===== src/rtl/mod_mult.sv =====
// rtl/mod_mult.sv - iterative interleaved shift-add modular multiplier, r = a*b mod modulus
module mod_mult #(
  parameter int WIDTH = 32
) (
  input  logic             clk,
  input  logic             rstn,
  input  logic             mm_start,
  input  logic [WIDTH-1:0] a,
  input  logic [WIDTH-1:0] b,
  input  logic [WIDTH-1:0] modulus,
  output logic [WIDTH-1:0] r,
  output logic             busy,
  output logic             done
);
  localparam int DW = WIDTH + 2;
  localparam int CW = (WIDTH > 1) ? $clog2(WIDTH) : 1;
  localparam logic [CW-1:0] CNT_INIT = CW'(WIDTH - 1);

  typedef enum logic [1:0] {IDLE, CALC, FIN} state_t;

  state_t           state_q, state_d;
  logic [WIDTH-1:0] a_q, a_d;
  logic [WIDTH-1:0] b_q, b_d;
  logic [WIDTH-1:0] n_q, n_d;
  logic [DW-1:0]    p_q, p_d;
  logic [CW-1:0]    cnt_q, cnt_d;
  logic [WIDTH-1:0] r_q, r_d;
  logic             busy_q, busy_d;
  logic             done_q, done_d;

  logic [DW-1:0]    nx, t0, t1, t2;

  // T = 2P + (bit ? A : 0) stays below 3N, so two conditional subtractions reduce it below N
  always_comb begin
    nx = {2'b00, n_q};
    t0 = (p_q << 1) + (b_q[cnt_q] ? {2'b00, a_q} : {DW{1'b0}});
    t1 = (t0 >= nx) ? (t0 - nx) : t0;
    t2 = (t1 >= nx) ? (t1 - nx) : t1;
  end

  always_comb begin
    state_d = state_q;
    a_d     = a_q;
    b_d     = b_q;
    n_d     = n_q;
    p_d     = p_q;
    cnt_d   = cnt_q;
    r_d     = r_q;
    busy_d  = busy_q;
    done_d  = 1'b0;
    case (state_q)
      IDLE: begin
        if (mm_start) begin
          a_d     = a;
          b_d     = b;
          n_d     = modulus;
          p_d     = '0;
          cnt_d   = CNT_INIT;
          busy_d  = 1'b1;
          state_d = CALC;
        end
      end
      CALC: begin
        // A zero modulus still walks every bit so latency is data independent; P is pinned at 0
        p_d = (n_q == '0) ? '0 : t2;
        if (cnt_q == '0) begin
          state_d = FIN;
        end else begin
          cnt_d = cnt_q - CW'(1);
        end
      end
      FIN: begin
        r_d     = p_q[WIDTH-1:0];
        done_d  = 1'b1;
        busy_d  = 1'b0;
        state_d = IDLE;
      end
      default: state_d = IDLE;
    endcase
  end

  always_ff @(posedge clk or negedge rstn) begin
    if (!rstn) begin
      state_q <= IDLE;
      a_q     <= '0;
      b_q     <= '0;
      n_q     <= '0;
      p_q     <= '0;
      cnt_q   <= '0;
      r_q     <= '0;
      busy_q  <= 1'b0;
      done_q  <= 1'b0;
    end else begin
      state_q <= state_d;
      a_q     <= a_d;
      b_q     <= b_d;
      n_q     <= n_d;
      p_q     <= p_d;
      cnt_q   <= cnt_d;
      r_q     <= r_d;
      busy_q  <= busy_d;
      done_q  <= done_d;
    end
  end

  assign r    = r_q;
  assign busy = busy_q;
  assign done = done_q;
endmodule

===== config.mk =====
export PLATFORM = sky130hd
export DESIGN_NAME = mod_mult
export DESIGN_NICKNAME = d
export VERILOG_FILES = /design/src/rtl/mod_mult.sv
export SDC_FILE = /design/constraint.sdc
export NUM_CORES = 1
export LEC_CHECK = 0
export ABC_CLOCK_PERIOD_IN_PS = 15100
export CAP_MARGIN = 20
export CORE_MARGIN = 2
export CORE_UTILIZATION = 40
export DETAILED_ROUTE_END_ITERATION = 8
export PLACE_DENSITY = 0.68
export SETUP_SLACK_MARGIN = 0.02
export SLEW_MARGIN = 25
export SYNTH_ARGS = -nofsm -noshare
export SYNTH_HDL_FRONTEND = slang
export SYNTH_SLANG_ARGS = --single-unit

===== constraint.sdc =====
create_clock -name clk -period 15.1 [get_ports clk]
set_input_delay 1.51 -clock clk [delete_from_list [all_inputs] [get_ports clk]]
set_output_delay 1.51 -clock clk [all_outputs]
set_load 0.05 [all_outputs]

==> summary.md, run 1 <==
| Metric | Value |
|---|---|
| Status | `finished clean` |
| GR Overflow Total | `0` |
| CTS clk-pin slew, worst paths | `roughly 80 ps` |
| Count leader, synth | `nand2_1` |
| Number of synthesized flops with an enable pin | `0` |
| Fin Setup TNS | `0 ps` |
| Site Rows | `between 60 and 70` |
| Mux share of post-synthesis cell area | `around 7.7%` |
| Number of detailed-route iterations in the first pass | `5` |
| Post-cts sizing count | `0` |
| Top post-synthesis cells by area | `dfrtp_1, ha_1, nand2_1` |
| Fill cells | `a little over 3,000` |
| Ant. Diodes | `0` |
| CP Max Fanout | `32` |
| Post-route ant nets | `0` |
| Yosys Warn Count | `0` |
| Ports | `~130` |
| GP Congestion | `between 0.9 and 1` |
| Initial antenna violation count | `0` |
| Vias | `roughly 11,000` |
| Vias/cell | `~5.7` |
| # nets final | `around 1,800` |
| Area leader, netlist | `dfrtp_1` |
| Slowest cell on crit path | `o221a_2` |
| WL/cell | `roughly 19 um` |
| Final worst-path cycle share | `a little under three quarters` |
| Slew Limit Fails | `0` |
| Simple logic cell fraction of the synthesized area | `between 15 and 20%` |
| Clock Path Buffers | `2` |
| CP Launch Type | `register` |
| Worst Setup SP | `cnt_q[0]` |
| GRT Util Overall | `~22%` |
| CTS Buf Count | `17` |
| Reg2Reg Depth | `36` |
| Reg2reg end | `p_q[23]` |
| Max Cap Viol | `0` |
| Max Clock Skew | `between 10 and 15 ps` |
| Mapped Area | `about 13,000 sq um` |
| Port bufs | `between 100 and 150` |
| Arr. time, crit path | `between 10,000 and 15,000 ps` |
| RSZ-0062 raised after global routing | `no` |
| Complex-gate fraction of the synthesized area | `19.7%` |
| Unique masters post-synth | `81` |
| Top cells by count, synth | `nand2_1, dfrtp_1, ha_1, a21oi_1, o21ai_0` |
| H-tree levels | `4` |
| Core area | `between 30,000 and 40,000 sq um` |
| Req. time, crit path | `about 15,000 ps` |
| Period minus WS final | `roughly 11,000 ps` |
| Setup crit end kind | `register` |
| Yosys top cell area share | `approximately a third` |
| Final setup viols | `0` |
| Async SR Flop Fraction | `100%` |
| Ys flop type | `dfrtp_1` |
| CP top delay family | `compound AO/OA/AOI/OAI gates` |
| Initial drt markers | `between 800 and 900` |
| Min-delay worst type | `reg2reg` |
| Slew margin rel. | `30.5%` |
| CP dominant cell by count | `a21oi_1` |
| Post-synth net total | `1,678` |
| FF-to-FF setup slack | `4240 ps` |
| CTS Hold Buffers Added | `0` |
| Initial core utilization | `between 40 and 50%` |
| Worst hold stages | `2` |
| Mapped Cells | `around 1,500` |
| Hold endpoint | `a_q[16]` |
| Slowest stage delay, CP | `between 700 and 800 ps` |
| Largest family of logic cells by synthesized area | `simple AND/OR/NAND/NOR gates` |
| Final wirelength | `between 30 and 40 mm` |
| Kind of critical path | `reg2reg` |
| Reg-to-Reg Start | `cnt_q[0]` |
| DP Wirelength | `28.9 mm` |
| Die H | `roughly 180 um` |
| Hold_sp | `a_q[16]` |
| CTS tree | `built` |
| Root buffer cell | `clkbuf_16` |
| CP bufs+invs | `2` |
| Final-report hold violation count | `0` |
| Fraction of layout cells with a size suffix above 1 | `9.30%` |
| Post-CTS setup buffers | `0` |
| Syn-to-layout area delta | `17.7%` |
| Register area share after synthesis | `33.1%` |
| Clock Latency Late Sink | `~450 ps` |
| Largest net degree at the start of global routing | `just over 90` |
| Avg Inst Size Synth | `between 8 and 9 sq um` |
| First-pass GRT wire length | `around 59 mm` |
| Xor/xnor share of the synthesized area | `under 10%` |
| Clock Sinks | `170` |
| Worst-margin pin slew | `about 1000 ps` |
| Synth Area in Adders | `a little under 10%` |
| Die Width | `183 um` |
| Max Fclk | `between 90 and 100 MHz` |
| DIE AREA | `33,600 sq um` |
| Number of remaining DRC errors | `0` |
| Number of global-route vias before repair | `approximately 11,000` |
| FF+latch count, synth | `170` |
-- layout by cell type (no fill, tap or decap), types with 14 or more instances in the layout --
cell type        netlist  routed
a21oi_1               93      93
inv_1                 59      59
a211oi_1              17      17
nor3_1                16      16
o311ai_1              19      19
nand2_1              309     309
xor2_1                40      40
nor2b_1               44      43
mux2_2                58      58
clkbuf_16              0      17
nand3_1               25      25
and3_1                14      14
clkdlybuf4s50_1        0     131
a21o_1                36      36
ha_1                  97      97
o21ai_0               80      80
dfrtp_1              170     170
nand4_1               36      36
nor2_1                49      48
xnor2_1               44      44
o211ai_1              14      14
-- metal layers --
| layer | GRT usage [%] | part of all wire, % | wire length [um] | up-vias |
|---|---|---|---|---|
| met5 | 0 | 0 | 0 | - |
| met4 | 6.27 | 1.8 | 677 | 0 |
| met3 | 5.14 | 7.5 | 2820 | 42 |
| met2 | 33.1 | 42 | 15800 | 383 |
| met1 | 33.0 | 49 | 18300 | 5412 |
| li1 | - | - | - | 5531 |
-- worst max path at each step --
stage / endpoint / cells after the start
final: p_q[23] / 36
after global placement: p_q[3] / 36
after global routing: p_q[0] / 36
after floorplan: p_q[31] / 37
after CTS: p_q[23] / 36
after detailed placement: p_q[23] / 36
-- layout make-up --
class	instances	area, sq um	share of cell area, %
inverters	59	221	1.46
flip-flops and latches	170	4250	28.1
clock inverters	15	205	1.36
well taps	402	503	3.33
clock buffers	17	425	2.81
repair buffers	141	1390	9.22
multi-input cells	1189	8120	53.7
-- kinds of logic after synthesis --
family                     after synthesis
and+or+nand+nor                        555
AOI/OAI and AO/OA                      372
DFF                                    170
buffers and inverters                  120
adders and majority gates              100
xor gates and xnor gates                84
muxes                                   78
-- worst register-to-register path, delay by kind of cell, from the launching register on --
| family | cells | cell delay (ps) |
|---|---|---|
| AOI/OAI and AO/OA | 15 | 4130 |
| and+or+nand+nor | 10 | 1880 |
| muxes | 4 | 1640 |
| adders and majority gates | 4 | 1380 |
| buffers and inverters | 2 | 740 |
| DFF | 1 | 700 |
| xor gates and xnor gates | 1 | 290 |
-- state kept, by name, summed over array words and instances (netlist names) --
name / flops
b_q: 32
n_q: 32
p_q: 33
a_q: 32
r: 32
busy: 1
state_q: 2
done: 1
cnt_q: 5
-- metrics by stage --
step	hold slack [ps]	cell area, sq um	std cells	utilization (%)	setup WS [ps]
6_report	470	15100	1993	47.8	4240
5_1_grt	493	15100	1993	47.8	3400
4_1_cts	474	15100	1993	47.8	4310
3_5_place_dp	456	14500	1961	45.8	4330
3_3_place_gp	451	14500	1961	45.8	4480
2_1_floorplan	438	12900	1479	-	6050
Power of run 1 is left out: the tool's default activity adds up to more than one toggle a clock period on the data nets, which glitch-free logic cannot reach.
==> inputs of run 2 (changes only) <==
- ABC_CLOCK_PERIOD_IN_PS: 15100 -> 9300
- PLACE_DENSITY: 0.68 -> 0.7
- clock period: 15.1 -> 9.3 ns (I/O delays scaled with it)
==> summary.md, run 2 (synthesized netlist as in run 1, its figures left out) <==
| Metric | Value |
|---|---|
| Setup crit end kind | `register` |
| Reg-to-Reg Start | `cnt_q[0]` |
| Highest-count cells in the layout ignoring fill and taps | `nand2_1, dfrtp_1, clkdlybuf4s50_1` |
| Final wirelength | `slightly below 40 mm` |
| Syn-to-layout area delta | `26.8%` |
| Ant. Diodes | `0` |
| Multi-input gate area | `just over 8000 sq um` |
| Port bufs | `between 100 and 150` |
| Fin util | `51.5%` |
| Max Fclk | `112 MHz` |
| Period minus WS final | `just under 9000 ps` |
| Register area | `4250 sq um` |
| Vias/cell | `~5.6` |
| GRT Util Overall | `a little under a quarter` |
| Reg2reg end | `p_q[29]` |
| GR Overflow Total | `0` |
| CP dominant cell by count | `buf_4` |
| Slew Limit Fails | `0` |
| Root buffer cell | `clkbuf_16` |
| Core area | `31,600 sq um` |
| Slowest stage delay, CP | `roughly 500 ps` |
| Number of remaining DRC errors | `0` |
| Final setup viols | `0` |
| Clock Path Buffers | `2` |
| Fill cells | `~3,000` |
| Clock Latency Late Sink | `450 ps` |
| Final-report hold violation count | `0` |
| Max Clock Skew | `between 10 and 15 ps` |
| CTS Hold Buffers Added | `0` |
| Most flop-heavy register | `p_q` |
| Die Width | `183 um` |
| Kind of critical path | `reg2reg` |
| Post-route ant nets | `0` |
| Vias | `around 12,000` |
| Slew margin rel. | `roughly two fifths` |
| Ports | `~130` |
| Clock Sinks | `170` |
| Final Non-Filler Cells | `between 2,000 and 2,500` |
| Die H | `between 150 and 200 um` |
| DIE AREA | `about 34,000 sq um` |
| Max Cap Viol | `0` |
| DP Wirelength | `between 30 and 40 mm` |
| # nets final | `roughly 1,900` |
| Fraction of layout cells with a size suffix above 1 | `between 10% and 20%` |
| FF-to-FF setup slack | `approximately 360 ps` |
| Largest net degree at the start of global routing | `90` |
| CTS Buf Count | `17` |
| Arr. time, crit path | `between 9000 and 10,000 ps` |
| Min-delay worst type | `reg2reg` |
| Max reg flops | `33` |
| WL/cell | `18.2 um` |
| Number of detailed-route iterations in the first pass | `6` |
| Hold slack | `roughly 470 ps` |
| Reg2Reg Depth | `39` |
| Slowest cell on crit path | `mux4_2` |
| Initial drt markers | `about 900` |
| First-pass GRT wire length | `just over 60 mm` |
| Hold_sp | `a_q[26]` |
| CP Launch Type | `register` |
| Final worst-path cycle share | `a little over nine tenths` |
| GP Congestion | `0.911` |
| Status | `finished clean` |
| Site Rows | `65` |
| CTS tree | `built` |
| Worst hold stages | `2` |
| Commonest non-fill, non-tap cell in the layout | `nand2_1` |
| CP Max Fanout | `7` |
| CTS clk-pin slew, worst paths | `~70 ps` |
| H-tree levels | `4` |
| Number of global-route vias before repair | `about 11,000` |
| Req. time, crit path | `around 9600 ps` |
| Initial core utilization | `roughly 40%` |
| RSZ-0062 raised after global routing | `yes` |
| Worst-margin pin slew | `around 880 ps` |
| Hold endpoint | `a_q[26]` |
| Cell total after placement | `~2,100` |
| Initial antenna violation count | `0` |
[run 2: worst max path at each step]
stage	start	cells past startpoint	end	slack [ps]
finish	cnt_q[0]	39	p_q[29]	360
detailed placement	cnt_q[0]	39	p_q[29]	60
global placement	cnt_q[0]	38	p_q[29]	170
floorplan	cnt_q[0]	37	p_q[31]	250
global route	cnt_q[0]	38	p_q[29]	-20
CTS	cnt_q[0]	37	p_q[29]	60
[run 2: timing repair]
item	in CTS	in global routing
cloned	0	1
endpoints found under the setup margin	1	33
endpoints found under the hold margin	0	0
resized for setup	2	46
setup buffers	0	6
pin swaps	0	18
[run 2: layer usage]
| layer | track usage, % | part of all wire (%) | up-vias |
|---|---|---|---|
| li1 | - | - | 5775 |
| met1 | 34.1 | 48 | 5676 |
| met2 | 34.8 | 43 | 415 |
| met3 | 3.97 | 7.0 | 38 |
| met4 | 5.76 | 1.5 | 0 |
| met5 | 0 | 0 | - |
[run 2: layout make-up]
class,count,share of cell area [%]
Multi-Input combinational cell,1189,51.0
Sequential cell,170,26.1
Timing Repair Buffer,267,15.0
Tap cell,402,3.09
Clock buffer,18,2.63
Inverter,59,1.36
Clock inverter,14,0.837
[run 2: stage by stage]
step / instance area [sq um] / worst slack (ps) / TNS, ps
after global routing: 16300 / -21.9 / -21.9
after global placement: 15400 / 170 / 0
after floorplan: 12900 / 254 / 0
after detailed placement: 15400 / 56.7 / 0
after CTS: 16000 / 61.4 / 0
final: 16300 / 356 / 0
[run 2: critical path, delay by kind of cell, from the launching register on]
kind / cells / cell delay [ps]
AND/OR/NAND/NOR: 6 / 1070
flip-flops: 1 / 380
AO/OA/AOI/OAI: 18 / 3590
adder cells (fa/ha/maj): 3 / 930
multiplexers: 4 / 1550
XOR/XNOR: 1 / 210
buffers and inverters: 7 / 1050
Power of run 2 is left out for the same reason.
==> inputs of run 3 (changes only) <==
- MAX_ROUTING_LAYER: unset -> met4
==> summary.md, run 3 (synthesized netlist as in run 1, its figures left out) <==
| Metric | Value |
|---|---|
| Die H | `~180 um` |
| DIE AREA | `roughly 34,000 sq um` |
| Max Fclk | `~110 MHz` |
| Vias | `around 12,000` |
| Slew Limit Fails | `0` |
| Most flop-heavy register | `p_q` |
| Initial antenna violation count | `0` |
| Slew margin rel. | `between 30% and 40%` |
| Setup crit end kind | `register` |
| CTS Hold Buffers Added | `0` |
| Final setup viols | `0` |
| CP Launch Type | `register` |
| Fin util | `between 50% and 60%` |
| Kind of critical path | `reg2reg` |
| Max Clock Skew | `~14 ps` |
| Slowest cell on crit path | `mux4_2` |
| Die Width | `about 180 um` |
| Placed cell areas | `approximately 15,000 sq um` |
| # nets final | `about 1,900` |
| Highest-count cells in the layout ignoring fill and taps | `nand2_1, dfrtp_1, clkdlybuf4s50_1` |
| Period minus WS final | `about 9000 ps` |
| Root buffer cell | `clkbuf_16` |
| Ant. Diodes | `0` |
| Port bufs | `between 100 and 150` |
| Number of global-route vias before repair | `11,570` |
| Worst-margin pin slew | `~1000 ps` |
| Clock Path Buffers | `2` |
| Clock Sinks | `between 150 and 200` |
| Commonest non-fill, non-tap cell in the layout | `nand2_1` |
| H-tree levels | `4` |
| Req. time, crit path | `between 9000 and 10,000 ps` |
| DP Wirelength | `30.3 mm` |
| Initial drt markers | `just over 900` |
| Max reg flops | `33` |
| Largest net degree at the start of global routing | `between 80 and 90` |
| Core area | `approximately 32,000 sq um` |
| Number of remaining DRC errors | `0` |
| Clock Latency Late Sink | `about 450 ps` |
| Pre-CTS setup slack | `about 170 ps` |
| CP dominant cell by count | `buf_4` |
| Max Cap Viol | `0` |
| Syn-to-layout area delta | `26.4%` |
| Final worst-path cycle share | `between 90% and 100%` |
| Ports | `roughly 130` |
| Status | `finished clean` |
| Fraction of layout cells with a size suffix above 1 | `between 10% and 20%` |
| First-pass GRT wire length | `a little over 60 mm` |
| Final wirelength | `about 39 mm` |
| CTS tree | `built` |
| Post-route ant nets | `0` |
| Site Rows | `between 60 and 70` |
| Fin area | `16,200 sq um` |
| Min-delay worst type | `reg2reg` |
| WL/cell | `approximately 18 um` |
| CTS Buf Count | `17` |
| Initial core utilization | `roughly 40%` |
| Number of detailed-route iterations in the first pass | `6` |
| GP Congestion | `approximately 0.95` |
| GRT Util Overall | `24.1%` |
| RSZ-0062 raised after global routing | `yes` |
| Slowest stage delay, CP | `roughly 520 ps` |
| Final-report hold violation count | `0` |
| CTS clk-pin slew, worst paths | `around 70 ps` |
| Arr. time, crit path | `~9000 ps` |
| CP Max Fanout | `11` |
| Fin Setup TNS | `0 ps` |
| Final WS setup | `between 400 and 500 ps` |
| GR Overflow Total | `0` |
| Vias/cell | `between 5 and 6` |
## run 3: cell types whose count changed in the layout (fill, tap and decap cells not counted), sizes merged
cell,delta
clkinv,+3
inv,-3
buf,-2
clkbuf,-1
o221a,+1
## run 3: critical path: cells and delay by family (launching register included)
kind | cells | cell delay (ps)
AO/OA/AOI/OAI | 14 | 2720
AND/OR/NAND/NOR | 10 | 1830
multiplexers | 4 | 1630
adder cells (fa/ha/maj) | 4 | 1200
buffers and inverters | 4 | 610
XOR/XNOR | 2 | 450
flip-flops | 1 | 350
## run 3: per-stage QoR
stage	cells	hold WS [ps]
3_3_place_gp	2081	452
5_1_grt	2117	492
4_1_cts	2113	472
6_report	2117	466
2_1_floorplan	1479	438
3_5_place_dp	2081	456
## run 3: worst paths after layout
| check | from | endpoint | slack [ps] | cells after the start |
|---|---|---|---|---|
| max reg2reg | cnt_q[0] | p_q[29] | 410 | 38 |
| max | cnt_q[0] | p_q[29] | 410 | 38 |
| max in group asynchronous | rstn | a_q[10] | 7470 | 2 |
| min | a_q[26] | a_q[26] | 470 | 2 |
| min reg2reg | a_q[26] | a_q[26] | 470 | 2 |
| min in group asynchronous | rstn | a_q[28] | 560 | 1 |
## run 3: layout make-up
type                    count  area, sq um
inverters                  59          221
multi-input cells        1190         8310
well taps                 402          503
fillers                  2974        15400
clock inverters            14          136
repair buffers            264         2370
clock buffers              18          439
flip-flops and latches    170         4250
## run 3: repair_timing
action,4_1_cts,5_1_grt
setup buffers,0,2
endpoints found under the setup margin,0,33
gates resized for setup,0,41
## run 3: metal layers
metal  track usage [%]  up-vias  wire (um)
li1                  -     5781          -
met1              35.0     5666      18900
met2              34.6      425      16600
met3              4.25       38       2820
met4              5.86        0        628
met5                 -        -          0
Power of run 3 is left out for the same reason.
